`config.mk`:
```
export PLATFORM = sky130hd
export DESIGN_NAME = float_enc_pipe
export DESIGN_NICKNAME = d
export VERILOG_FILES = /design/src/rtl/float_pkg.sv /design/src/rtl/float_enc_core.sv /design/src/rtl/float_enc_pipe.sv
export SDC_FILE = /design/constraint.sdc
export NUM_CORES = 1
export LEC_CHECK = 0
export BUFFER_PORTS_ARGS = -buffer_cell sky130_fd_sc_hd__buf_2
export CORE_MARGIN = 4
export CORE_UTILIZATION = 50
export DETAILED_ROUTE_END_ITERATION = 7
export PLACE_DENSITY_LB_ADDON = 0.15
export SLEW_MARGIN = 25
export SYNTH_ARGS = -nofsm -noshare
export SYNTH_HDL_FRONTEND = slang
export SYNTH_SLANG_ARGS = --single-unit
```
`constraint.sdc`:
```
create_clock -name clk -period 2.4 [get_ports clk]
set_input_delay 0.24 -clock clk [delete_from_list [all_inputs] [get_ports clk]]
set_output_delay 0.24 -clock clk [all_outputs]
set_load 0.005 [all_outputs]
```
`src/rtl/float_pkg.sv`:
```
// Shared widths, input-format encodings and a constant clog2 for the
// float encoder pipeline.
package float_pkg;

    localparam int DEF_IN_W   = 16;
    localparam int DEF_MANT_W = 6;
    localparam int DEF_TAG_W  = 3;

    typedef enum logic {
        FMT_TWOS = 1'b0,
        FMT_SMAG = 1'b1
    } fmt_e;

    // Ceiling log2, usable in parameter expressions
    function automatic int clog2(input int v);
        int r;
        r = 0;
        for (int i = 0; i < 31; i++) begin
            if ((1 << i) < v) r = i + 1;
        end
        return r;
    endfunction

endpackage

```
`src/rtl/float_enc_core.sv`:
```
// Combinational encoder: priority-encodes the magnitude into an exponent and
// normalises it into a mantissa whose MSB is the leading one.
module float_enc_core
    import float_pkg::*;
#(
    parameter int IN_W   = DEF_IN_W,
    parameter int MANT_W = DEF_MANT_W,
    localparam int EXP_W = clog2(IN_W),
    localparam int OUT_W = 1 + EXP_W + MANT_W
) (
    input  logic              i_sign,
    input  logic [IN_W-2:0]   i_mag,
    output logic [OUT_W-1:0]  o_data,
    output logic              o_zero
);

    logic [EXP_W-1:0]  w_exp;
    logic [MANT_W-1:0] w_mant;

    assign o_zero = (i_mag == '0);

    // Exponent is one past the index of the highest set bit (0 for zero)
    always_comb begin
        w_exp = '0;
        for (int i = 0; i < IN_W - 1; i++) begin
            if (i_mag[i]) w_exp = EXP_W'(i + 1);
        end
    end

    // Zero gets a fixed half-scale mantissa; otherwise shift the leading one
    // into the mantissa MSB and drop the bits below
    always_comb begin
        if (o_zero) begin
            w_mant = {1'b1, {(MANT_W-1){1'b0}}};
        end else begin
            w_mant = MANT_W'({i_mag, {MANT_W{1'b0}}} >> w_exp);
        end
    end

    assign o_data = {i_sign, w_exp, w_mant};

endmodule

```
`src/rtl/float_enc_pipe.sv`:
```
// Two-stage valid/ready pipeline converting two's-complement or
// sign-magnitude samples into {sign, EXP, MANT} with a carried channel tag.
module float_enc_pipe
    import float_pkg::*;
#(
    parameter int IN_W   = DEF_IN_W,
    parameter int MANT_W = DEF_MANT_W,
    parameter int TAG_W  = DEF_TAG_W,
    localparam int EXP_W = clog2(IN_W),
    localparam int OUT_W = 1 + EXP_W + MANT_W
) (
    input  logic              clk,
    input  logic              reset,
    input  logic              in_valid,
    output logic              in_ready,
    input  logic [IN_W-1:0]   in_data,
    input  logic              in_fmt,
    input  logic [TAG_W-1:0]  in_tag,
    output logic              out_valid,
    input  logic              out_ready,
    output logic [OUT_W-1:0]  out_data,
    output logic [TAG_W-1:0]  out_tag,
    output logic              out_zero
);

    // Magnitude below the sign bit; a two's-complement negative wraps so
    // that the most negative code yields zero
    function automatic logic [IN_W-2:0] mag_of(input logic [IN_W-1:0] d,
                                               input logic            fmt);
        if (fmt_e'(fmt) == FMT_TWOS && d[IN_W-1])
            return $unsigned(-$signed(d[IN_W-2:0]));
        return d[IN_W-2:0];
    endfunction

    logic              r_vld_p1;
    logic              r_sign_p1;
    logic [IN_W-2:0]   r_mag_p1;
    logic [TAG_W-1:0]  r_tag_p1;

    logic              r_vld_p2;
    logic [OUT_W-1:0]  r_data_p2;
    logic [TAG_W-1:0]  r_tag_p2;
    logic              r_zero_p2;

    logic              w_s2_load;
    logic              w_in_xfer;
    logic [OUT_W-1:0]  w_enc_data;
    logic              w_enc_zero;

    assign w_s2_load = r_vld_p1 & (~r_vld_p2 | out_ready);
    assign in_ready  = ~r_vld_p1 | w_s2_load;
    assign w_in_xfer = in_valid & in_ready;

    // ---- stage p1: sign / magnitude / tag ----
    // S1 occupancy: fill on accept, empty when S2 takes the sample
    always_ff @(posedge clk) begin
        if (reset)          r_vld_p1 <= 1'b0;
        else if (w_in_xfer) r_vld_p1 <= 1'b1;
        else if (w_s2_load) r_vld_p1 <= 1'b0;
    end

    // S1 payload captured only on an input transfer
    always_ff @(posedge clk) begin
        if (w_in_xfer) begin
            r_sign_p1 <= in_data[IN_W-1];
            r_mag_p1  <= mag_of(in_data, in_fmt);
            r_tag_p1  <= in_tag;
        end
    end

    float_enc_core #(
        .IN_W   (IN_W),
        .MANT_W (MANT_W)
    ) u_core (
        .i_sign (r_sign_p1),
        .i_mag  (r_mag_p1),
        .o_data (w_enc_data),
        .o_zero (w_enc_zero)
    );

    // ---- stage p2: encoded output ----
    // Output register: load when S1 advances, hold under backpressure
    always_ff @(posedge clk) begin
        if (reset) begin
            r_vld_p2  <= 1'b0;
            r_data_p2 <= '0;
            r_tag_p2  <= '0;
            r_zero_p2 <= 1'b0;
        end else if (w_s2_load) begin
            r_vld_p2  <= 1'b1;
            r_data_p2 <= w_enc_data;
            r_tag_p2  <= r_tag_p1;
            r_zero_p2 <= w_enc_zero;
        end else if (out_ready) begin
            r_vld_p2  <= 1'b0;
        end
    end

    assign out_valid = r_vld_p2;
    assign out_data  = r_data_p2;
    assign out_tag   = r_tag_p2;
    assign out_zero  = r_zero_p2;

endmodule

```
==> results of run 1 <==
==> layout by cell type, fill, tap and decap left out, drive strengths merged, types with 9 or more instances in the layout <==
cell / netlist / final
dfxtp: 17 / 17
buf: 5 / 78
nor4: 9 / 9
nand2: 26 / 26
mux2i: 9 / 9
nor2: 37 / 37
o21ai: 13 / 13
a21oi: 17 / 17
inv: 11 / 12
edfxtp: 19 / 19
==> power by group <==
part | total, uW | internal, uW | switching [uW]
sequential | 726 | 699 | 26.6
combinational | 425 | 195 | 230
clock | 463 | 235 | 229
total | 1610 | 1130 | 485
==> routing by layer <==
layer | wire length, microns | vias up
li1 | - | 1090
met1 | 2288 | 988
met2 | 2689 | 106
met3 | 408 | 23
met4 | 164 | 0
met5 | 0 | -
==> how the worst max path moves through the flow <==
stage | to | slack (ns) | depth (start not counted)
after CTS | out_data[3] | 0.02 | 7
after detailed placement | out_data[0] | -0.20 | 7
after global placement | out_data[0] | -0.15 | 7
after global routing | out_data[0] | -0.07 | 8
after floorplan | out_data[3] | 0.15 | 8
final | out_data[3] | 0.10 | 8
==> flip-flops by register name (all words and copies together) (netlist names) <==
signal / count
out_zero: 1
out_tag: 3
r_tag_p1: 3
out_data: 11
out_valid: 1
r_sign_p1: 1
r_mag_p1: 15
r_vld_p1: 1
==> cells by family after synthesis <==
family | count (synthesis) | synth area share (%)
buf+inv | 27 | 5.110
simple gates | 105 | 22.60
mux | 9 | 4.089
flops | 36 | 41.34
fa+ha+maj | 1 | 0.5678
xor+xnor | 13 | 5.168
compound gates | 68 | 21.12
==> cell type report <==
cell class | count | area share [%]
clock buffer | 6 | 2.915
inverter | 11 | 1.458
multi-input combinational | 197 | 43.64
tap | 50 | 2.208
timing repair buffer | 78 | 17.14
clock inverter | 2 | 0.4859
sequential | 36 | 32.16
==> worst register-to-register path, stage by stage, from the launching register on <==
cell and delay [ns]:
edfxtp_1 0.41, or3b_4 0.40, a311oi_4 0.40, buf_4 0.19, and2b_1 0.18, a31oi_2 0.19
a22o_1 0.19, a221oi_2 0.05, a22o_1 0.20
==> per-stage QoR <==
step	area (sq um)	std cells	utilization [%]	setup TNS (ns)
after CTS	2746	373	66.27	0
after detailed placement	2635	365	63.59	-0.5901
final	2833	380	68.36	0
after global routing	2833	380	68.36	-0.1372
after floorplan	2203	259	-	0
after global placement	2635	365	63.59	-0.3582
==> timing repair <==
action,in CTS,in global routing
endpoints found under the setup margin,5,2
setup buffers,0,6
pin swaps,0,6
cloned,0,1
gates resized for setup,2,6
==> run metrics, run 1 <==
status=finished, final reports clean; hold path cells=1; critical path arrival=around 2.5 ns; Top Usage Layer GRT=met2; Final GP Congestion=0.9431; crit-path cells=or3b_4 > a311oi_4 > buf_4 > and2b_1 > a31oi_2 > a22o_1 > a221oi_2 > a22o_1; YS warnings=0; Die ar.=about 5500 sq um; Final Critical Period=2.299 ns; Syn Inst Count=259; Synth top area share=roughly 26%; Reg2Reg Setup Slack=0.10 ns; antenna-violating nets left=0; WP data required=roughly 2.6 ns; Critical Path Fanout Max=3; Hold Slack=0.1221 ns; Power Density=569.6 nW/um^2; total gr overflow=0; synthesis-stage register bit count=36; maximum vdd drop=between 300 and 400 uV; core area=4144 sq um; RSZ-0062 raised after global routing=yes; Setup crit end kind=flop; # DRC=0; fmax=434.9 MHz; Worst slew margin=61.75%; Place WS=-0.1972 ns; drt first pass iters=4; net count reported at finish=354; area taken by multi-input logic gates=1236 sq um; vias in the first global route=2027; Die X=approximately 74 microns; Async S/R FF share, synth=0%; H-tree depth=2; via count=2207; WL final=5550 microns; hold worst-path end=r_tag_p1[1]; FF+latch area=910.9 sq um; top_reg_cell synth=edfxtp_1; # IOs=41; Detailed Route Iter0 Violations=roughly 260; crit start category=flop; Fillers=350; initial antenna violation count=0; R2R depth=8; CTS Buf Count=5; IO Port Bufs=40; Lkg Pwr=approximately 0.0012 uW; slowest stage delay, CP=0.41 ns; largest cells by area after synthesis=edfxtp_1 26%, dfxtp_1 15%, nor2_1 6.1%, nand2_1 4.4%, mux2i_1 4.1%; Vias per Instance=a little under 6; Slew Viols, Final=0; Worst-path clk slew=0.08 ns; GR Layer Usage met2=a little over a third; most common cell in the netlist=nor2_1; gr usage total=21.35%; pin slew with the least headroom to its limit=0.5665 ns; layout cells sized above 1=between 20% and 30%; sequential fraction of the synthesis area=about two fifths; met3 Use GR=5.135%; Initial Util=53.17%; leading area contributor after synthesis=edfxtp_1; syn_area_per_cell=8.507 sq um; largest net degree at the start of global routing=20; crit path launch=r_mag_p1[10]; final setup fails=0; clock tree root driver cell=clkbuf_8; CTS tree=yes; Cell variety after synth=46; Tcrit/Tclk final=95.80%; # hold bufs at CTS=0; Final Hold Viols=0; max cap viols=0; diode count=0; Sink Count=36; met1 global-route usage=27.00%; Worst-Skew Late Latency=0.29 ns; crit-path most repeated cell=a22o_1; critical setup path kind=flop to flop; Hold Crit Start=in_tag[1]; post-synthesis cell area=2203 sq um; DR WL/cell=14.61 microns; number of cell rows=23; top cells by count, synth=36 x nor2_1, 26 x nand2_1, 19 x edfxtp_1; CTS Buffer Depth=2; worst r2r src=r_mag_p1[10]; CP top delay family=compound AO/OA/AOI/OAI gates; number of flops mapped to enable cells by yosys=19; reg2reg end=out_data[3]; Worst Hold Class=input port to flop; clock skew=between 0.008 and 0.009 ns; global-route wire length before repair=about 9200 microns; HPWL after detailed placement=4115 microns; Design Power=1614 uW; CP max-delay cell=edfxtp_1; Syn Nets=between 200 and 300; CP bufs+invs=1; min setup slack post-route=0.1007 ns; die height=roughly 74 microns; area grow syn2layout=28.56%
Note: power is estimated with default switching activity, not from simulation.
==> run 2: changes to the inputs <==
--- a/config.mk
+++ b/config.mk
@@ -7,10 +7,12 @@
 export LEC_CHECK = 0
 export BUFFER_PORTS_ARGS = -buffer_cell sky130_fd_sc_hd__buf_2
 export CORE_MARGIN = 4
-export CORE_UTILIZATION = 50
+export CORE_UTILIZATION = 52
+export CTS_BUF_LIST = sky130_fd_sc_hd__clkbuf_2
 export DETAILED_ROUTE_END_ITERATION = 7
 export PLACE_DENSITY_LB_ADDON = 0.15
 export SLEW_MARGIN = 25
 export SYNTH_ARGS = -nofsm -noshare
 export SYNTH_HDL_FRONTEND = slang
 export SYNTH_SLANG_ARGS = --single-unit
+export TNS_END_PERCENT = 20
==> run metrics, run 2 (synthesis results as in run 1) <==
net count reported at finish=~350; WP data required=2.68 ns; Tcrit/Tclk final=a little over nine tenths; critical path arrival=2.62 ns; max cap viols=0; crit-path cells=or3b_1 > a311oi_2 > buf_4 > buf_4 > and2b_1 > a31oi_2 > a22o_1 > a221oi_2 > a22o_1; status=finished, final reports clean; max FFs per register=15; Final Hold Viols=0; Sink Count=36; area grow syn2layout=25.44%; CTS Buf Count=5; via count=2154; vias in the first global route=between 1500 and 2000; # IOs=41; worst r2r src=r_mag_p1[8]; H-tree depth=2; fmax=428.6 MHz; total gr overflow=0; antenna-violating nets left=0; clock skew=approximately 0.020 ns; Worst-Skew Late Latency=0.36 ns; Worst slew margin=63.61%; crit start category=flop; critical setup path kind=flop to flop; Critical Path Fanout Max=3; Fillers=355; Worst Hold Class=input port to flop; Power Density=between 500 and 600 nW/um^2; diode count=0; WL final=5202 microns; reg2reg end=out_data[3]; largest net degree at the start of global routing=20; Initial Util=54.30%; Vias per Instance=5.698; Lkg Pwr=0.001151 uW; HPWL after detailed placement=roughly 4000 microns; hold worst-path end=r_vld_p1; clock tree root driver cell=clkbuf_2; initial antenna violation count=0; R2R depth=9; Die X=73.10 microns; Hold Crit Start=in_valid; Setup crit end kind=flop; Design Area, Final=~2800 sq um; # DRC=0; Final Critical Period=2.333 ns; global-route wire length before repair=8321 microns; Reg2Reg Setup Slack=0.07 ns; gr usage total=between 10% and 20%; Worst-path clk slew=0.19 ns; IO Port Bufs=40; final setup fails=0; hold path cells=3; RSZ-0062 raised after global routing=yes; CTS tree=yes; CP max-delay cell=edfxtp_1; Hold Slack=a little under 0.08 ns; Top reg by flops=r_mag_p1; DR WL/cell=13.76 microns; Final GP Congestion=0.8628; maximum vdd drop=274.5 uV; Detailed Route Iter0 Violations=142; CTS Buffer Depth=2; layout cells sized above 1=28.05%; Final TNS setup=0 ns; pin slew with the least headroom to its limit=0.5458 ns; commonest non-fill, non-tap cells in the layout=40 x buf_2, 36 x nor2_1, 33 x buf_4; Slew Viols, Final=0; core area=about 4000 sq um; slowest stage delay, CP=roughly 0.4 ns; Die ar.=5343 sq um; die height=73.10 microns; CP bufs+invs=2; CP top delay family=compound AO/OA/AOI/OAI gates; drt first pass iters=4; number of cell rows=23; commonest non-fill, non-tap cell in the layout=buf_2; placed cell area=2640 sq um
run 2: cell count changes in the layout (fill, tap and decap cells not counted), moves of 3 or more:
cell           before  now
buf_4              38   33
clkbuf_2            0    7
clkbuf_8            6    0
dlygate4sd3_1       0    3
run 2: repair_timing:
item                                    in CTS  in global routing
hold endpoints to repair                     0                  3
resized for setup                            0                  5
setup buffers                                0                  3
hold buffers                                 0                  3
endpoints found under the setup margin       0                  2
run 2: metrics by stage:
stage / utilization (%) / setup WS (ns) / cells / total power [uW]
floorplan: - / 0.1470 / 259 / 961.4
CTS: 66.14 / 0.02776 / 372 / 1399
global route: 68.12 / -0.05952 / 378 / 1495
detailed placement: 65.06 / 0.07036 / 364 / 1117
finish: 68.12 / 0.06691 / 378 / 1408
global placement: 65.06 / 0.1094 / 364 / 1114
run 2: where the power goes:
part | leakage (uW) | switching [uW] | internal [uW]
Sequential | 0.000325 | 26.9 | 699
Combinational | 0.000793 | 214 | 189
Clock | 0.0000332 | 196 | 83.4
Total | 0.00115 | 437 | 971
run 2: worst register-to-register path, delay by kind of cell (launching register included):
family,cells,cell delay [ns]
compound gates,5,1.01
simple gates,2,0.58
flops,1,0.41
buf+inv,2,0.29
run 2: how the worst max path moves through the flow:
stage | startpoint | end | slack (ns) | cells after the start
4_1_cts | r_mag_p1[10] | out_data[3] | 0.03 | 8
2_1_floorplan | r_mag_p1[10] | out_data[3] | 0.15 | 8
3_5_place_dp | r_mag_p1[10] | out_data[3] | 0.07 | 8
3_3_place_gp | r_mag_p1[10] | out_data[3] | 0.11 | 8
5_1_grt | r_mag_p1[8] | out_data[2] | -0.06 | 10
6_report | r_mag_p1[8] | out_data[3] | 0.07 | 9
run 2: per-layer routing:
| layer | GRT usage [%] | routed length (microns) | vias to the layer above |
|---|---|---|---|
| met3 | 4.270 | 244 | 10 |
| met4 | 6.967 | 98 | 0 |
| met5 | 0 | 0 | - |
| met1 | 24.70 | 2291 | 1001 |
| met2 | 33.47 | 2567 | 60 |
| li1 | - | - | 1083 |
run 2: layout make-up:
cell class,instances,area [sq um],share of cell area (%)
clock buffer,7,35.03,1.268
clock inverter,1,8.758,0.3169
inverter,11,41.29,1.494
multi-input combinational,196,1207,43.69
sequential,36,910.9,32.96
tap,50,62.56,2.263
timing repair buffer,77,498.0,18.02
==> run 3: changes to the inputs <==
--- a/config.mk
+++ b/config.mk
@@ -11,6 +11,7 @@
 export CTS_BUF_LIST = sky130_fd_sc_hd__clkbuf_2
 export DETAILED_ROUTE_END_ITERATION = 7
 export PLACE_DENSITY_LB_ADDON = 0.15
+export SETUP_SLACK_MARGIN = 0.5
 export SLEW_MARGIN = 25
 export SYNTH_ARGS = -nofsm -noshare
 export SYNTH_HDL_FRONTEND = slang
==> run metrics, run 3 (synthesis results as in run 1) <==
Worst slew margin=60.83%; crit path launch=r_mag_p1[10]; WL final=5449 microns; Fillers=347; Power Density=513.4 nW/um^2; commonest non-fill, non-tap cells in the layout=40 x buf_2, 36 x nor2_1, 31 x buf_4; min setup slack post-route=0.1359 ns; vias in the first global route=2000; Worst-Skew Late Latency=0.38 ns; Hold Slack=~0.054 ns; RSZ-0062 raised after global routing=yes; critical path arrival=2.57 ns; area grow syn2layout=24.64%; Tcrit/Tclk final=94.34%; CTS Buffer Depth=2; Place WS=-0.1098 ns; Lkg Pwr=0.001134 uW; Vias per Instance=5.731; CTS tree=yes; Setup crit end kind=flop; drt first pass iters=4; Final TNS setup=0 ns; final setup fails=0; Worst Hold Class=input port to flop; reg2reg end=out_data[3]; post-layout util=67.68%; total gr overflow=0; CTS Buf Count=5; R2R depth=9; diode count=0; Design Power=between 1000 and 1500 uW; fmax=441.7 MHz; metal2 WL=2670 microns; clock tree root driver cell=clkbuf_2; Met1 Wirelength=~2300 microns; net count reported at finish=between 300 and 400; via count=2149; global-route wire length before repair=8783 microns; top layer in use=met4; worst r2r src=r_mag_p1[10]; max cap viols=0; core area=between 4000 and 5000 sq um; Final Hold Viols=0; die height=73.10 microns; HPWL after detailed placement=4187 microns; critical setup path kind=flop to flop; Detailed Route Iter0 Violations=154; # IOs=41; crit start category=flop; FF+latch area=910.9 sq um; initial antenna violation count=0; Final Critical Period=2.264 ns; max FFs per register=15; maximum vdd drop=239.3 uV; Critical Path Sink=out_data[3]; Die ar.=around 5300 sq um; WP data required=2.71 ns; area taken by multi-input logic gates=1225 sq um; Die X=73.10 microns; Worst-path clk slew=around 0.19 ns; number of cell rows=23; Reg2Reg Setup Slack=~0.14 ns; largest net degree at the start of global routing=20; layout cells sized above 1=a little over a quarter; Sink Count=36; H-tree depth=2; Initial Util=54.30%; IO Port Bufs=40; antenna-violating nets left=0; Critical Path Fanout Max=4; pin slew with the least headroom to its limit=0.5822 ns; # DRC=0; DR WL/cell=14.53 microns; met3 wire len=344 microns; gr usage total=21.12%; clock skew=0.01390 ns; commonest non-fill, non-tap cell in the layout=buf_2; Final GP Congestion=0.8801; status=finished, final reports clean; Top reg by flops=r_mag_p1; Slew Viols, Final=0
==> run 3: through the flow <==
step                      instance area (sq um)  std cells
after CTS                                  2723        375
after global routing                       2746        375
after detailed placement                   2620        363
after global placement                     2620        363
after floorplan                            2212        259
final                                      2746        375
==> run 3: worst min path at each step <==
stage / start / endpoint / slack, ns / cells past startpoint
floorplan: in_data[0] / r_mag_p1[0] / 0.34 / 0
global placement: in_tag[0] / r_tag_p1[0] / 0.42 / 1
detailed placement: in_tag[2] / r_tag_p1[2] / 0.42 / 1
CTS: in_data[15] / r_sign_p1 / 0.02 / 1
global route: in_data[15] / r_sign_p1 / 0.007 / 1
finish: in_data[15] / r_sign_p1 / 0.05 / 1
==> run 3: cell type report <==
| class | count | share of cell area, % |
|---|---|---|
| multi-input cells | 196 | 44.60 |
| flip-flops and latches | 36 | 33.17 |
| repair buffers | 74 | 16.86 |
| well taps | 50 | 2.278 |
| inverters | 11 | 1.503 |
| clock buffers | 7 | 1.276 |
| clock inverters | 1 | 0.3189 |
==> run 3: power breakdown <==
part / internal [uW] / switching, uW
sequential: 699 / 25.0
combinational: 175 / 220
clock: 83.3 / 207
total: 958 / 452
==> run 3: per-layer routing <==
metal	GRT usage [%]	up-vias
li1	-	1076
met1	25.78	965
met2	34.96	92
met3	4.132	16
met4	11.07	0
met5	0	-
==> run 3: critical path, stage by stage (launching register included) <==
cell	delay (ns)
edfxtp_1	0.45
or3b_1	0.38
a311oi_2	0.24
buf_4	0.17
buf_4	0.11
and2b_1	0.18
a31oi_2	0.21
a22o_1	0.20
a221oi_2	0.06
a22o_1	0.20
==> run 3: what timing repair did <==
item	in CTS	in global routing
pin swaps	2	1
endpoints found under the hold margin	3	0
resized for setup	3	4
hold buffers	3	0
gates cloned	0	0
buffers inserted	1	0
setup endpoints to repair	6	5
